==> config.mk <==
export PLATFORM = sky130hd
export DESIGN_NAME = link_arb
export DESIGN_NICKNAME = d
export VERILOG_FILES = /design/src/rtl/topo_pkg.sv /design/src/rtl/link_arb_rr_pick.sv /design/src/rtl/link_arb.sv
export SDC_FILE = /design/constraint.sdc
export NUM_CORES = 1
export LEC_CHECK = 0
export CORE_AREA = 2 2 141 143
export CTS_CLUSTER_DIAMETER = 60
export CTS_CLUSTER_SIZE = 10
export DETAILED_ROUTE_END_ITERATION = 6
export DIE_AREA = 0 0 143 145
export GPL_TIMING_DRIVEN = 0
export PLACE_DENSITY = 0.91
export SYNTH_ARGS = -nofsm -noshare
export SYNTH_HDL_FRONTEND = slang
export SYNTH_SLANG_ARGS = --single-unit
==> constraint.sdc <==
create_clock -name clk -period 10.83 [get_ports clk]
set_clock_uncertainty 0.15 [all_clocks]
set_input_delay 2.7075 -clock clk [delete_from_list [all_inputs] [get_ports clk]]
set_output_delay 2.7075 -clock clk [all_outputs]
set_load 0.005 [all_outputs]
==> src/rtl/topo_pkg.sv <==
// ---------------------------------------------------------------------------
// topo_pkg
// Definitions shared by the TOPO fabric link logic.
//   PYLD_W  : flit payload width {type, src, tgt, data}. It excludes vld and qos.
//   flit_t  : packed view of one payload. data occupies the low FLIT_W bits.
//   idx_w() : width needed to hold an index into n items. It returns at least 1.
// The field widths come from the fabric-wide macros `TYPE_W, `ID_W and
// `FLIT_W. If the build does not supply them, local defaults are used.
// ---------------------------------------------------------------------------
`ifndef TYPE_W
`define TYPE_W 2
`endif
`ifndef ID_W
`define ID_W 4
`endif
`ifndef FLIT_W
`define FLIT_W 32
`endif

package topo_pkg;

    localparam int FL_TYPE_W = `TYPE_W;
    localparam int FL_ID_W   = `ID_W;
    localparam int FL_DATA_W = `FLIT_W;
    localparam int PYLD_W    = `TYPE_W + 2 * `ID_W + `FLIT_W;

    typedef struct packed {
        logic [FL_TYPE_W-1:0] ftype;
        logic [FL_ID_W-1:0]   src;
        logic [FL_ID_W-1:0]   tgt;
        logic [FL_DATA_W-1:0] data;
    } flit_t;

    function automatic int idx_w(input int n);
        return (n > 1) ? $clog2(n) : 1;
    endfunction

endpackage

==> src/rtl/link_arb_rr_pick.sv <==
// ---------------------------------------------------------------------------
// rr_pick
// Combinational round-robin picker. It selects the first set bit of req at
// or after ptr. The scan runs upward and wraps from N_IN-1 to 0.
// Ports:
//   req [N_IN]  : request vector.
//   ptr [IDX_W] : scan start position. It must be below N_IN.
//   gnt [N_IN]  : one-hot grant. It is all-zero when req is zero.
//   idx [IDX_W] : encoded grant index. It is 0 when req is zero.
// ---------------------------------------------------------------------------
module rr_pick
    import topo_pkg::*;
#(
    parameter int N_IN  = 7,
    parameter int IDX_W = idx_w(N_IN)
) (
    input  logic [N_IN-1:0]  req,
    input  logic [IDX_W-1:0] ptr,
    output logic [N_IN-1:0]  gnt,
    output logic [IDX_W-1:0] idx
);

    // Modular add without a divider. base < N_IN and off < N_IN always hold.
    function automatic int wrap(input int base, input int off);
        int s;
        s = base + off;
        return (s >= N_IN) ? s - N_IN : s;
    endfunction

    always_comb begin : p_scan
        logic found;
        int   j;
        found = 1'b0;
        j     = 0;
        gnt   = '0;
        idx   = '0;
        for (int k = 0; k < N_IN; k++) begin
            j = wrap(int'(ptr), k);
            if (!found && req[j]) begin
                found  = 1'b1;
                gnt[j] = 1'b1;
                idx    = IDX_W'(j);
            end
        end
    end

endmodule

==> src/rtl/link_arb.sv <==
// ---------------------------------------------------------------------------
// link_arb
// QoS-aware round-robin merge of N_IN pipelined links onto one node input
// port. The block grants at most one flit per cycle. It registers the winner
// in a one-deep output stage.
//
// Optional feature macro: LINK_ARB_STARVE_EN
//   When defined, each link gets an age counter. A low-QoS link that has
//   waited AGE_MAX cycles is promoted into the high-QoS eligible set.
//   When undefined, no age counters are built and low-QoS links may starve.
//   AGE_MAX is then ignored.
//
// Ports:
//   clk, rst_n   : clock. rst_n is a synchronous, active-low reset.
//   in_vld/in_qos: per-link valid and QoS bit (1 = high).
//   in_pyld      : link i occupies bits [i*PYLD_W +: PYLD_W].
//   in_rdy       : per-link ready. It is one-hot or zero, and combinational.
//   out_vld/out_rdy           : handshake toward the node.
//   out_qos/out_pyld          : held flit, with its QoS as issued.
//   out_src_idx               : link index of the held flit.
// ---------------------------------------------------------------------------
module link_arb
    import topo_pkg::*;
#(
    parameter int N_IN    = 7,
    parameter int PYLD_W  = topo_pkg::PYLD_W,
    parameter int AGE_MAX = 15
) (
    input  logic                     clk,
    input  logic                     rst_n,
    input  logic [N_IN-1:0]          in_vld,
    output logic [N_IN-1:0]          in_rdy,
    input  logic [N_IN-1:0]          in_qos,
    input  logic [N_IN*PYLD_W-1:0]   in_pyld,
    output logic                     out_vld,
    input  logic                     out_rdy,
    output logic                     out_qos,
    output logic [PYLD_W-1:0]        out_pyld,
    output logic [idx_w(N_IN)-1:0]   out_src_idx
);

    localparam int IDX_W = idx_w(N_IN);

    logic [N_IN-1:0]   promoted;
    logic [N_IN-1:0]   elig;
    logic [N_IN-1:0]   gnt;
    logic [N_IN-1:0]   acc_vec;
    logic [IDX_W-1:0]  win_idx;
    logic              slot_free;
    logic              acc;
    logic [PYLD_W-1:0] link_pyld [N_IN];

    logic              out_vld_q, out_vld_d;
    logic              out_qos_q, out_qos_d;
    logic [PYLD_W-1:0] out_pyld_q, out_pyld_d;
    logic [IDX_W-1:0]  out_idx_q, out_idx_d;
    logic [IDX_W-1:0]  rr_ptr_q, rr_ptr_d;

    for (genvar gi = 0; gi < N_IN; gi++) begin : g_slice
        assign link_pyld[gi] = in_pyld[gi*PYLD_W +: PYLD_W];
    end

    // While reset is held, the slot is treated as busy so that in_rdy stays zero.
    assign slot_free = rst_n & (~out_vld_q | out_rdy);

    // Promoted links compete as high-QoS. If no link qualifies, every valid
    // link competes.
    always_comb begin
        elig = in_vld & (in_qos | promoted);
        if (elig == '0) begin
            elig = in_vld;
        end
    end

    rr_pick #(
        .N_IN  (N_IN),
        .IDX_W (IDX_W)
    ) u_pick (
        .req (elig),
        .ptr (rr_ptr_q),
        .gnt (gnt),
        .idx (win_idx)
    );

    assign in_rdy  = slot_free ? gnt : '0;
    assign acc_vec = in_vld & in_rdy;
    assign acc     = |acc_vec;

    always_comb begin
        out_vld_d  = out_vld_q;
        out_qos_d  = out_qos_q;
        out_pyld_d = out_pyld_q;
        out_idx_d  = out_idx_q;
        rr_ptr_d   = rr_ptr_q;
        if (acc) begin
            // If the held flit drains in the same cycle, the new flit replaces it.
            out_vld_d  = 1'b1;
            out_qos_d  = in_qos[win_idx];
            out_pyld_d = link_pyld[win_idx];
            out_idx_d  = win_idx;
            rr_ptr_d   = (win_idx == IDX_W'(N_IN - 1)) ? '0 : win_idx + 1'b1;
        end else if (out_rdy) begin
            out_vld_d = 1'b0;
        end
    end

    always_ff @(posedge clk) begin
        if (!rst_n) begin
            out_vld_q  <= 1'b0;
            out_qos_q  <= 1'b0;
            out_pyld_q <= '0;
            out_idx_q  <= '0;
            rr_ptr_q   <= '0;
        end else begin
            out_vld_q  <= out_vld_d;
            out_qos_q  <= out_qos_d;
            out_pyld_q <= out_pyld_d;
            out_idx_q  <= out_idx_d;
            rr_ptr_q   <= rr_ptr_d;
        end
    end

`ifdef LINK_ARB_STARVE_EN
    localparam int AGE_W = $clog2(AGE_MAX + 1);

    for (genvar gi = 0; gi < N_IN; gi++) begin : g_age
        logic [AGE_W-1:0] age_q, age_d;

        // The counter runs only while a low-QoS flit waits. It saturates at
        // AGE_MAX.
        always_comb begin
            age_d = age_q;
            if (!in_vld[gi] || acc_vec[gi]) begin
                age_d = '0;
            end else if (!in_qos[gi] && (age_q != AGE_W'(AGE_MAX))) begin
                age_d = age_q + 1'b1;
            end
        end

        always_ff @(posedge clk) begin
            if (!rst_n) begin
                age_q <= '0;
            end else begin
                age_q <= age_d;
            end
        end

        // The comparison uses the registered count. Promotion therefore
        // applies from the cycle after the count reaches AGE_MAX.
        assign promoted[gi] = (age_q == AGE_W'(AGE_MAX));
    end
`else
    assign promoted = '0;
`endif

    assign out_vld     = out_vld_q;
    assign out_qos     = out_qos_q;
    assign out_pyld    = out_pyld_q;
    assign out_src_idx = out_idx_q;

endmodule

# After elaboration in Yosys (flattened, before gate mapping)
# Index checks and enable logic that the tools add are counted.
dict set report totals {
  ff_bits 50
  input_bits 311
  out_inout_bits 54
}
dict set report op_classes {
  add_sub_neg 14
  bitwise_logic 12
  mux 72
  n_eq_ne 1
  n_reduce_logical 22
  order_cmp 23
}
# cell n
set ops {}
lappend ops {{>= comparator 32 x 1 -> 1 bit (second input constant)} 7}
lappend ops {{< comparator 32 x 5 -> 1 bit (second input constant)} 7}
lappend ops {{two-way mux 32 bit} 7}
lappend ops {{>= comparator 32 x 4 -> 1 bit (second input constant)} 6}
lappend ops {{subtractor 32 x 4 -> 32 bit (second input constant)} 6}
lappend ops {{binary-select mux 42 bit (select 3 bit)} 1}
lappend ops {{two-way mux 42 bit} 2}
lappend ops {{two-way mux 7 bit} 9}
lappend ops {{bitwise OR 7 bit} 6}
lappend ops {{two-way mux 1 bit} 30}
lappend ops {{binary-select mux 1 bit (select 3 bit)} 8}
lappend ops {{two-way mux 3 bit} 8}
lappend ops {{demux 1 bit (select 3 bit)} 7}
lappend ops {{AND 7 bit} 2}
lappend ops {{logical AND 1 bit} 13}
lappend ops {{adder 3 x 3 -> 4 bit (second input constant)} 3}
lappend ops {{adder 3 x 2 -> 4 bit (second input constant)} 2}
lappend ops {{zero test 7 bit} 1}
lappend ops {{OR reduction 7 bit} 1}
lappend ops {{zero test 1 bit} 6}
lappend ops {{adder 3 x 1 -> 4 bit (second input constant)} 1}
lappend ops {{>= comparator 4 bit (second input constant)} 1}
lappend ops {{< comparator 3 x 4 -> 1 bit (second input constant)} 1}
lappend ops {{NOT 3 -> 4 bit} 1}
lappend ops {{other kinds (8)} 8}

# Logic depth before layout (Yosys ltp)
# Gate-level depths: netlist of run 1.
dict set report logic_depth {
  word_depth 29
  ltp_mapped 22
  depth_no_buf 16
}

# Cells and area by module
# From an unflattened synthesis of run 1, not the netlist that was laid out.
dict set report hier_totals {
  cells_unflattened 947
  area_unflattened_um2 7314.5
}
# module seq_area_each_um2 area_per_inst_um2 n_inst cells_each
set by_module_without_submodules {}
lappend by_module_without_submodules {link_arb 1001.0 4675.7 1 551}
lappend by_module_without_submodules {rr_pick 0.0 2638.8 1 396}

# Least setup slack after synthesis of run 1
# OpenSTA, ideal clock, no wires.
dict set report synth_timing {
  kind {input port to output port}
  start {input port in_qos[1]}
  end {output port in_rdy[6]}
  path_slack_ns 2.908
  t_arrival_ns 5.065
  path_buffers 0
  cell_stages 10
  cell_sequence {a222oi_1 -> a31oi_1 -> a221oi_1 -> o2111ai_1 -> a2111oi_2 -> and2_1 -> a221o_1 -> nand4b_4 -> nor2_1 -> nor2_1}
}
dict set report synth_between {
  elab_chain_len 26
  elab_cells_between_ends 56
  classes_between {mux: 36; bitwise: 7; reduce/logical: 13}
}
# item line_no
set synth_lines {}
lappend synth_lines {{start: declaration} link_arb.sv:33} ;# input logic [N_IN-1:0] in_qos,
lappend synth_lines {{AND 7 bit *} link_arb.sv:69} ;# elig = in_vld & (in_qos | promoted);
lappend synth_lines {{zero test 7 bit} link_arb.sv:70} ;# if (elig == '0) begin
lappend synth_lines {{two-way mux 7 bit *} link_arb.sv:70}
lappend synth_lines {{binary-select mux 1 bit (select 3 bit)} link_arb_rr_pick.sv:39} ;# if (!found && req[j]) begin
lappend synth_lines {{two-way mux 1 bit (not written as such) (2 in series)} link_arb_rr_pick.sv:39}
lappend synth_lines {{two-way mux 1 bit} link_arb_rr_pick.sv:39}
lappend synth_lines {{zero test 1 bit} link_arb_rr_pick.sv:39}
lappend synth_lines {{logical AND 1 bit} link_arb_rr_pick.sv:39}
lappend synth_lines {{(+9 left out)} -}
lappend synth_lines {{two-way mux 1 bit} link_arb_rr_pick.sv:39}
lappend synth_lines {{zero test 1 bit} link_arb_rr_pick.sv:39}
lappend synth_lines {{logical AND 1 bit} link_arb_rr_pick.sv:39}
lappend synth_lines {{two-way mux 1 bit} link_arb_rr_pick.sv:39}
lappend synth_lines {{zero test 1 bit} link_arb_rr_pick.sv:39}
lappend synth_lines {{logical AND 1 bit} link_arb_rr_pick.sv:39}
lappend synth_lines {{two-way mux 7 bit *} link_arb_rr_pick.sv:39}
lappend synth_lines {{two-way mux 7 bit *} link_arb.sv:85} ;# assign in_rdy = slot_free ? gnt : '0;
lappend synth_lines {{end: declaration} link_arb.sv:32} ;# output logic [N_IN-1:0] in_rdy,
# Mark *: on every way between the ends. The rest lies on a longest branch, timed or not. The select of a mux whose other input is x is not followed.

# Worst setup path in the final report of run 1
dict set report layout_timing {
  start {input port in_vld[6]}
  end {output port in_rdy[2]}
}
dict set report layout_between {
  elab_chain_len 26
  elab_cells_between_ends 56
  classes_between {mux: 36; bitwise: 7; reduce/logical: 13}
}
# item line_no
set layout_lines {}
lappend layout_lines {{start: declaration} link_arb.sv:31} ;# input logic [N_IN-1:0] in_vld,
lappend layout_lines {{AND 7 bit} link_arb.sv:69}
lappend layout_lines {{zero test 7 bit} link_arb.sv:70}
lappend layout_lines {{two-way mux 7 bit *} link_arb.sv:70}
lappend layout_lines {{binary-select mux 1 bit (select 3 bit)} link_arb_rr_pick.sv:39}
lappend layout_lines {{two-way mux 1 bit (not written as such) (2 in series)} link_arb_rr_pick.sv:39}
lappend layout_lines {{two-way mux 1 bit} link_arb_rr_pick.sv:39}
lappend layout_lines {{zero test 1 bit} link_arb_rr_pick.sv:39}
lappend layout_lines {{logical AND 1 bit} link_arb_rr_pick.sv:39}
lappend layout_lines {{(+9 left out)} -}
lappend layout_lines {{two-way mux 1 bit} link_arb_rr_pick.sv:39}
lappend layout_lines {{zero test 1 bit} link_arb_rr_pick.sv:39}
lappend layout_lines {{logical AND 1 bit} link_arb_rr_pick.sv:39}
lappend layout_lines {{two-way mux 1 bit} link_arb_rr_pick.sv:39}
lappend layout_lines {{zero test 1 bit} link_arb_rr_pick.sv:39}
lappend layout_lines {{logical AND 1 bit} link_arb_rr_pick.sv:39}
lappend layout_lines {{two-way mux 7 bit *} link_arb_rr_pick.sv:39}
lappend layout_lines {{two-way mux 7 bit *} link_arb.sv:85}
# Marked as above.

==> flow_summary_export.csv, run 1 <==
group,metric,value,unit
worst_setup_path,crit_path_frequent_cell,"clkdlybuf4s50_1",
synthesis,synth_ff_type,"dfxtp_1",
worst_setup_path,cp.arrival,7540,ps
floorplan,fp.dieW,143,um
timing,setup-violations-final,0,
worst_setup_path,critical_path_class,"primary input to output port",
timing,finalHoldViolations,0,
worst_setup_path,critPathLaunchType,"primary input",
clock_network,cts.repair.resized,0,
worst_setup_path,endpoint_kind,"output port",
clock_network,clock_latency,310,ps
clock_network,clock_path_buffers,2,
synthesis,yosys_warnings,0,
clock_network,clockRootBuffer,"clkbuf_16",
worst_setup_path,crit_fanout,10,
global_route,antenna_found_initial,3,
timing,fmax,96.20,MHz
clock_network,cts_hold_buf,0,
floorplan,io_pins,365,
synthesis,postSynthCellCount,995,
timing,grt_setup_unrepaired,"no",
floorplan,core_area,19210,um2
place,portBuffers,364,
place,hpwl,36520,um
global_route,grt_max_degree,18,
timing,slew_viol_final,0,
cells_and_area,final_common_cell,"clkdlybuf4s50_1",
floorplan,fp.dieH,145,um
synthesis,synth_area,7720,um2
cells_and_area,mostFrequentLayoutCells,"364 x clkdlybuf4s50_1, 103 x nand3_1, 96 x nand2_1",
floorplan,dieArea,20740,um2
global_route,grt_pass1_vias,10340,
synthesis,synth_edf_count,0,
cells_and_area,postLayoutCellArea,11860,um2
synthesis,ys_ff_latch,50,
clock_network,cts_tree,"built",
synthesis,synthDistinctLibCells,90,
cells_and_area,layout-drive-gt1-share,0.09437,
routing,drt_iter0_drc,1514,
timing,post-route-period-util,0.9598,
clock_network,htree_levels,2,
synthesis,synth.avg_cell_area,7.759,um2
synthesis,yosysSeqAreaShare,0.1297,
timing,slew_headroom,0.1978,
synthesis,ys_async_sr_fraction,0,
floorplan,start_util,0.4019,
run_status,run_status,"complete, no violations",
flow_run,cap_violations,0,
routing,vias,10840,
hold_path,worstHoldPathType,"register to register",
worst_setup_path,cp_data_required_time,7970,ps
place,dpl-instance-area,11700,um2
clock_network,cts_setup_buffers,0,
routing,first_pass_iters,5,
routing,ant_nets,0,
global_route,grt_overflow,0,
cells_and_area,syn2layout_area_growth,53.58,%
routing,drc,0,
worst_setup_path,worst_path_largest_cell_delay,840,ps
place,gp_congestion,1.075,
clock_network,path_clk_slew,70,ps
timing,layout_min_cycle_time,10400,ps
routing,wirelength,44480,um
pwr,vdd_drop_max,422.4,uV
pwr,power_leakage,4.187,nW
timing,tightest_slew,1203,ps
clock_network,cts_buffers,5,
worst_setup_path,path_delay_family,"compound AO/OA/AOI/OAI gates",
routing,routed_via_density,6.631,
global_route,grt_pass1_wl,64540,um
worst_setup_path,path_buf_inv,3,
pwr,power.density,391.4,nW/um2
timing,setup_tns,0,ps
cells_and_area,nNetsFinal,1703,
routing,wl_per_cell,27.22,um
synthesis,synth_fp_nets,1332,
clock_network,clock-sinks,50,
worst_setup_path,crit_path_cell_trace,"clkdlybuf4s50_1 > a22oi_1 > buf_2 > a41oi_2 > nor3_1 > or4_1 > a2111oi_2 > a222oi_1 > a31oi_1 > clkdlybuf4s50_1",
timing,holdWs,404.2,ps
worst_setup_path,cp_slowest_cell,"a2111oi_2",
floorplan,std_cell_rows,51,
global_route,track_usage,0.4124,
## power breakdown
part	total, W	internal, W	leakage [nW]	switching (W)
Sequential	0.000354	0.000277	0.415	0.0000770
Clock	0.000170	0.0000868	0.0665	0.0000833
Combinational	0.00412	0.00160	3.71	0.00252
Total	0.00464	0.00196	4.19	0.00268
## per-layer routing
metal	global-route usage	wire length [um]	vias to the layer above
li1	-	-	4755
met1	0.5614	17560	5131
met5	0	13	-
met3	0.1287	6040	129
met2	0.6062	19120	818
met4	0.1540	1755	2
## path summary, 6_finish.rpt
path | cells after the start | from | slack (ps) | to
setup / recovery | 10 | in_vld[6] | 430 | in_rdy[2]
hold / removal | 3 | out_pyld[27] | 400 | out_pyld[27]
setup reg to reg | 18 | rr_ptr_q[0] | 3400 | out_pyld[13]
hold reg to reg | 3 | out_pyld[27] | 400 | out_pyld[27]
## worst min-delay path, stage by stage, from the launching register on
cell,delay (ps)
dfxtp_1,310
nand2_1,40
or4_1,100
o31ai_1,60
## registers in the layout (all words and copies together) (netlist names)
register	flops
rr_ptr_q	3
out_src_idx	3
out_qos	1
out_vld	1
out_pyld	42
## cell usage after synthesis (all sizes together), types with 5 or more instances
cell / n / area [um2]
nand3: 106 / 553.0
nand2: 96 / 360.4
buf: 53 / 340.3
mux2i: 51 / 510.5
dfxtp: 50 / 1001
o31ai: 50 / 375.4
clkbuf: 49 / 185.2
a221oi: 48 / 426.7
o2111a: 45 / 508.0
or4: 45 / 337.8
mux2: 44 / 495.5
nor2: 35 / 138.9
ha: 25 / 312.8
o21ai: 23 / 118.9
a21oi: 18 / 90.09
inv: 16 / 60.06
a31oi: 15 / 93.84
nor3: 15 / 86.34
and2: 14 / 87.58
nand2b: 14 / 87.58
nor4: 12 / 75.07
a21boi: 10 / 75.07
nor2b: 9 / 56.30
nand4: 8 / 50.05
xnor2: 8 / 70.07
and3: 7 / 43.79
o21a: 6 / 45.04
o22ai: 6 / 37.54
or3: 6 / 37.54
a211oi: 5 / 37.54
a21o: 5 / 37.54
a31o: 5 / 43.80
nand3b: 5 / 37.54
## layout make-up
| class | instances | area, um2 |
|---|---|---|
| clock buffers | 5 | 125.1 |
| diodes | 2 | 5.005 |
| flip-flops and latches | 50 | 1001 |
| clock inverters | 3 | 23.77 |
| plain buffers | 102 | 525.5 |
| inverters | 16 | 60.06 |
| multi-input cells | 827 | 6141 |
| repair buffers | 364 | 3643 |
| well taps | 265 | 331.6 |
| fillers | 1674 | 7351 |
## logic make-up (layout without fill, tap and decap cells)
logic type                 count (synthesis)  in the layout  share of synthesized area
AOI/OAI and AO/OA                        303            303                     0.3319
DFF                                       50             50                     0.1297
xor gates and xnor gates                  12             12                    0.01361
adders and majority gates                 27             27                    0.04457
and+or+nand+nor                          390            390                     0.2741
buffers and inverters                    118            490                    0.07585
muxes                                     95             95                     0.1303
other                                      0              2                          0
## metrics by stage
stage | utilization | setup slack (ps) | total power [W] | std cells
4_1_cts | 0.6170 | 743.5 | 0.004487 | 1632
3_3_place_gp | 0.6089 | 648.6 | 0.004285 | 1624
3_5_place_dp | 0.6093 | 747.7 | 0.004303 | 1624
5_1_grt | 0.6173 | 458.7 | 0.004858 | 1634
2_1_floorplan | - | 2908 | 0.003000 | 995
6_report | 0.6173 | 434.9 | 0.004641 | 1634
No activity file was read; power rests on OpenSTA's default activity.
==> run 2, diff against run 1 <==
--- a/config.mk
+++ b/config.mk
@@ -11,7 +11,7 @@
 export DETAILED_ROUTE_END_ITERATION = 6
 export DIE_AREA = 0 0 143 145
 export GPL_TIMING_DRIVEN = 0
-export PLACE_DENSITY = 0.91
+export PLACE_DENSITY = 0.79
 export SYNTH_ARGS = -nofsm -noshare
 export SYNTH_HDL_FRONTEND = slang
 export SYNTH_SLANG_ARGS = --single-unit
==> run 2 against run 1 <==
Net effect:
- critical path depth rose by 1
- clock power rose by 10%
- worst hold slack got worse by 2.3 ps
- non-clock buffer count did not move
- power rose by 0.53%
- count of clock-buffer cells in the layout rose by 2
- via count fell by 1.3%
- sequential share of layout area barely moved
- sequential power fell by 2%
- largest power group unchanged
==> flow_summary_export.csv, run 2 (synthesis results as in run 1) <==
group,metric,value,unit
run_status,run_status,"complete, no violations",
timing,holdWs,401.9,ps
pwr,power_leakage,4.193,nW
global_route,grt_pass1_wl,63000,um
clock_network,cts.repair.resized,0,
clock_network,path_clk_slew,70,ps
cells_and_area,largest_register_ffs,42,
hold_path,worstHoldPathType,"register to register",
cells_and_area,layout-drive-gt1-share,0.09217,
global_route,use_met1,0.5289,
cells_and_area,syn2layout_area_growth,53.63,%
global_route,antenna_found_initial,5,
worst_setup_path,endpoint,"in_rdy[1]",
worst_setup_path,crit_path_cell_trace,"clkdlybuf4s50_1 > a22oi_2 > buf_6 > a31oi_1 > nor2_1 > a211oi_1 > o2111a_2 > nand3_4 > or4_1 > a31oi_1 > clkdlybuf4s50_1",
routing,wl_per_cell,26.46,um
cells_and_area,mostFrequentLayoutCells,"364 x clkdlybuf4s50_1, 103 x nand3_1, 96 x nand2_1",
worst_setup_path,r2r_cells,18,
place,gp_congestion,1.033,
worst_setup_path,critical_path_class,"primary input to output port",
worst_setup_path,reg2reg_slack,3480,ps
cells_and_area,nNetsFinal,1703,
timing,fmax,97.18,MHz
routing,vias,10690,
place,pre_cts_ws,783.3,ps
clock_network,clockRootBuffer,"clkbuf_16",
worst_setup_path,cp.arrival,7430,ps
worst_setup_path,cp_data_required_time,7970,ps
routing,first_pass_iters,5,
routing,wirelength,43210,um
timing,setup-violations-final,0,
routing,routed_via_density,6.547,
pwr,power.density,393.4,nW/um2
global_route,track_usage,0.3995,
routing,drc,0,
pwr,vdd_drop_max,252.6,uV
routing,ant_nets,0,
timing,post-route-period-util,0.9502,
floorplan,fp.dieH,145,um
timing,grt_setup_unrepaired,"no",
clock_network,clock-sinks,50,
routing,drt_iter0_drc,1166,
floorplan,core_area,19210,um2
timing,layout_min_cycle_time,10290,ps
floorplan,start_util,0.4019,
worst_setup_path,r2r_start,"rr_ptr_q[0]",
worst_setup_path,path_depth,11,
cells_and_area,instances_no_fill,1633,
cells_and_area,final_util,0.6175,
global_route,grt_overflow,0,
global_route,grtUsageMet2,0.6127,
place,dp_cells,1624,
timing,slew_headroom,0.03444,
clock_network,cts_setup_buffers,0,
timing,slew_viol_final,0,
worst_setup_path,worst_path_largest_cell_delay,730,ps
clock_network,cts_hold_buf,0,
floorplan,std_cell_rows,51,
clock_network,cts_buffers,5,
timing,finalWorstSetupSlack,539.4,ps
clock_network,clock_latency,310,ps
timing,finalHoldViolations,0,
floorplan,dieArea,20740,um2
place,hpwl,35540,um
timing,tightest_slew,1430,ps
worst_setup_path,startpoint,"in_vld[3]",
worst_setup_path,cp_slowest_cell,"clkdlybuf4s50_1",
global_route,grt_max_degree,15,
floorplan,fp.dieW,143,um
worst_setup_path,r2r_end,"out_pyld[13]",
global_route,grt-busiest-layer,"met2",
clock_network,cts_tree,"built",
clock_network,clock_path_buffers,2,
worst_setup_path,critPathLaunchType,"primary input",
global_route,use_met3,0.1386,
hold_path,min_from,"out_pyld[30]",
global_route,grt_pass1_vias,10210,
place,portBuffers,364,
flow_run,cap_violations,0,
floorplan,io_pins,365,
timing,setup_tns,0,ps
clock_network,htree_levels,2,
cells_and_area,final_common_cell,"clkdlybuf4s50_1",
worst_setup_path,path_buf_inv,3,
worst_setup_path,crit_fanout,10,
worst_setup_path,path_delay_family,"compound AO/OA/AOI/OAI gates",
worst_setup_path,endpoint_kind,"output port",
[run 2: cell types whose count changed in the layout (fill, tap and decap cells not counted)]
cell	change
clkbuf_1	+2
clkinvlp_4	-2
bufinv_16	+1
o41ai_2	-1
o41ai_1	+1
diode_2	-1
inv_6	-1
[run 2: worst register-to-register path, cell delays in order (launching register included)]
cell and delay, ps:
dfxtp_1 440, buf_2 320, buf_2 300, buf_2 300, buf_1 540, nand2_1 130, ha_1 260, a21boi_1 230
xnor2_1 500, nor2_1 80, a222oi_1 590, nand3_2 420, nand4_1 350, o211ai_1 190, a32oi_1 1030, clkbuf_1 670
clkbuf_1 410, a221oi_1 150, o31ai_1 220
[run 2: area by class of cell]
class / count / area, um2
fill: 1745 / 7347
inverter: 16 / 60.06
multi-input combinational: 827 / 6133
timing repair buffer: 364 / 3643
tap: 265 / 331.6
buffer: 102 / 525.5
clock buffer: 7 / 132.6
sequential: 50 / 1001
antenna: 1 / 2.502
clock inverter: 1 / 30.03
[run 2: power by group]
part           internal (W)  switching (W)
clock network      0.000110      0.0000777
logic               0.00160        0.00253
registers          0.000277      0.0000711
total               0.00199        0.00268
[run 2: per-layer routing]
layer | vias to the layer above | wire length [um]
met4 | 8 | 1309
li1 | 4726 | -
met3 | 105 | 5550
met1 | 5127 | 17090
met2 | 725 | 19200
met5 | - | 51
[run 2: worst min-delay path by stage]
| stage | slack (ps) | end | cells after the start |
|---|---|---|---|
| 2_1_floorplan | 350 | out_vld | 2 |
| 3_3_place_gp | 370 | out_pyld[30] | 3 |
| 5_1_grt | 430 | out_pyld[26] | 3 |
| 3_5_place_dp | 380 | out_pyld[30] | 3 |
| 6_report | 400 | out_pyld[30] | 3 |
| 4_1_cts | 390 | out_pyld[30] | 3 |
[run 2: per-stage QoR]
step                area, um2  total power, W
detailed placement      11700        0.004323
global route            11860        0.004878
CTS                     11860        0.004515
global placement        11700        0.004292
floorplan                7720        0.003000
finish                  11860        0.004666
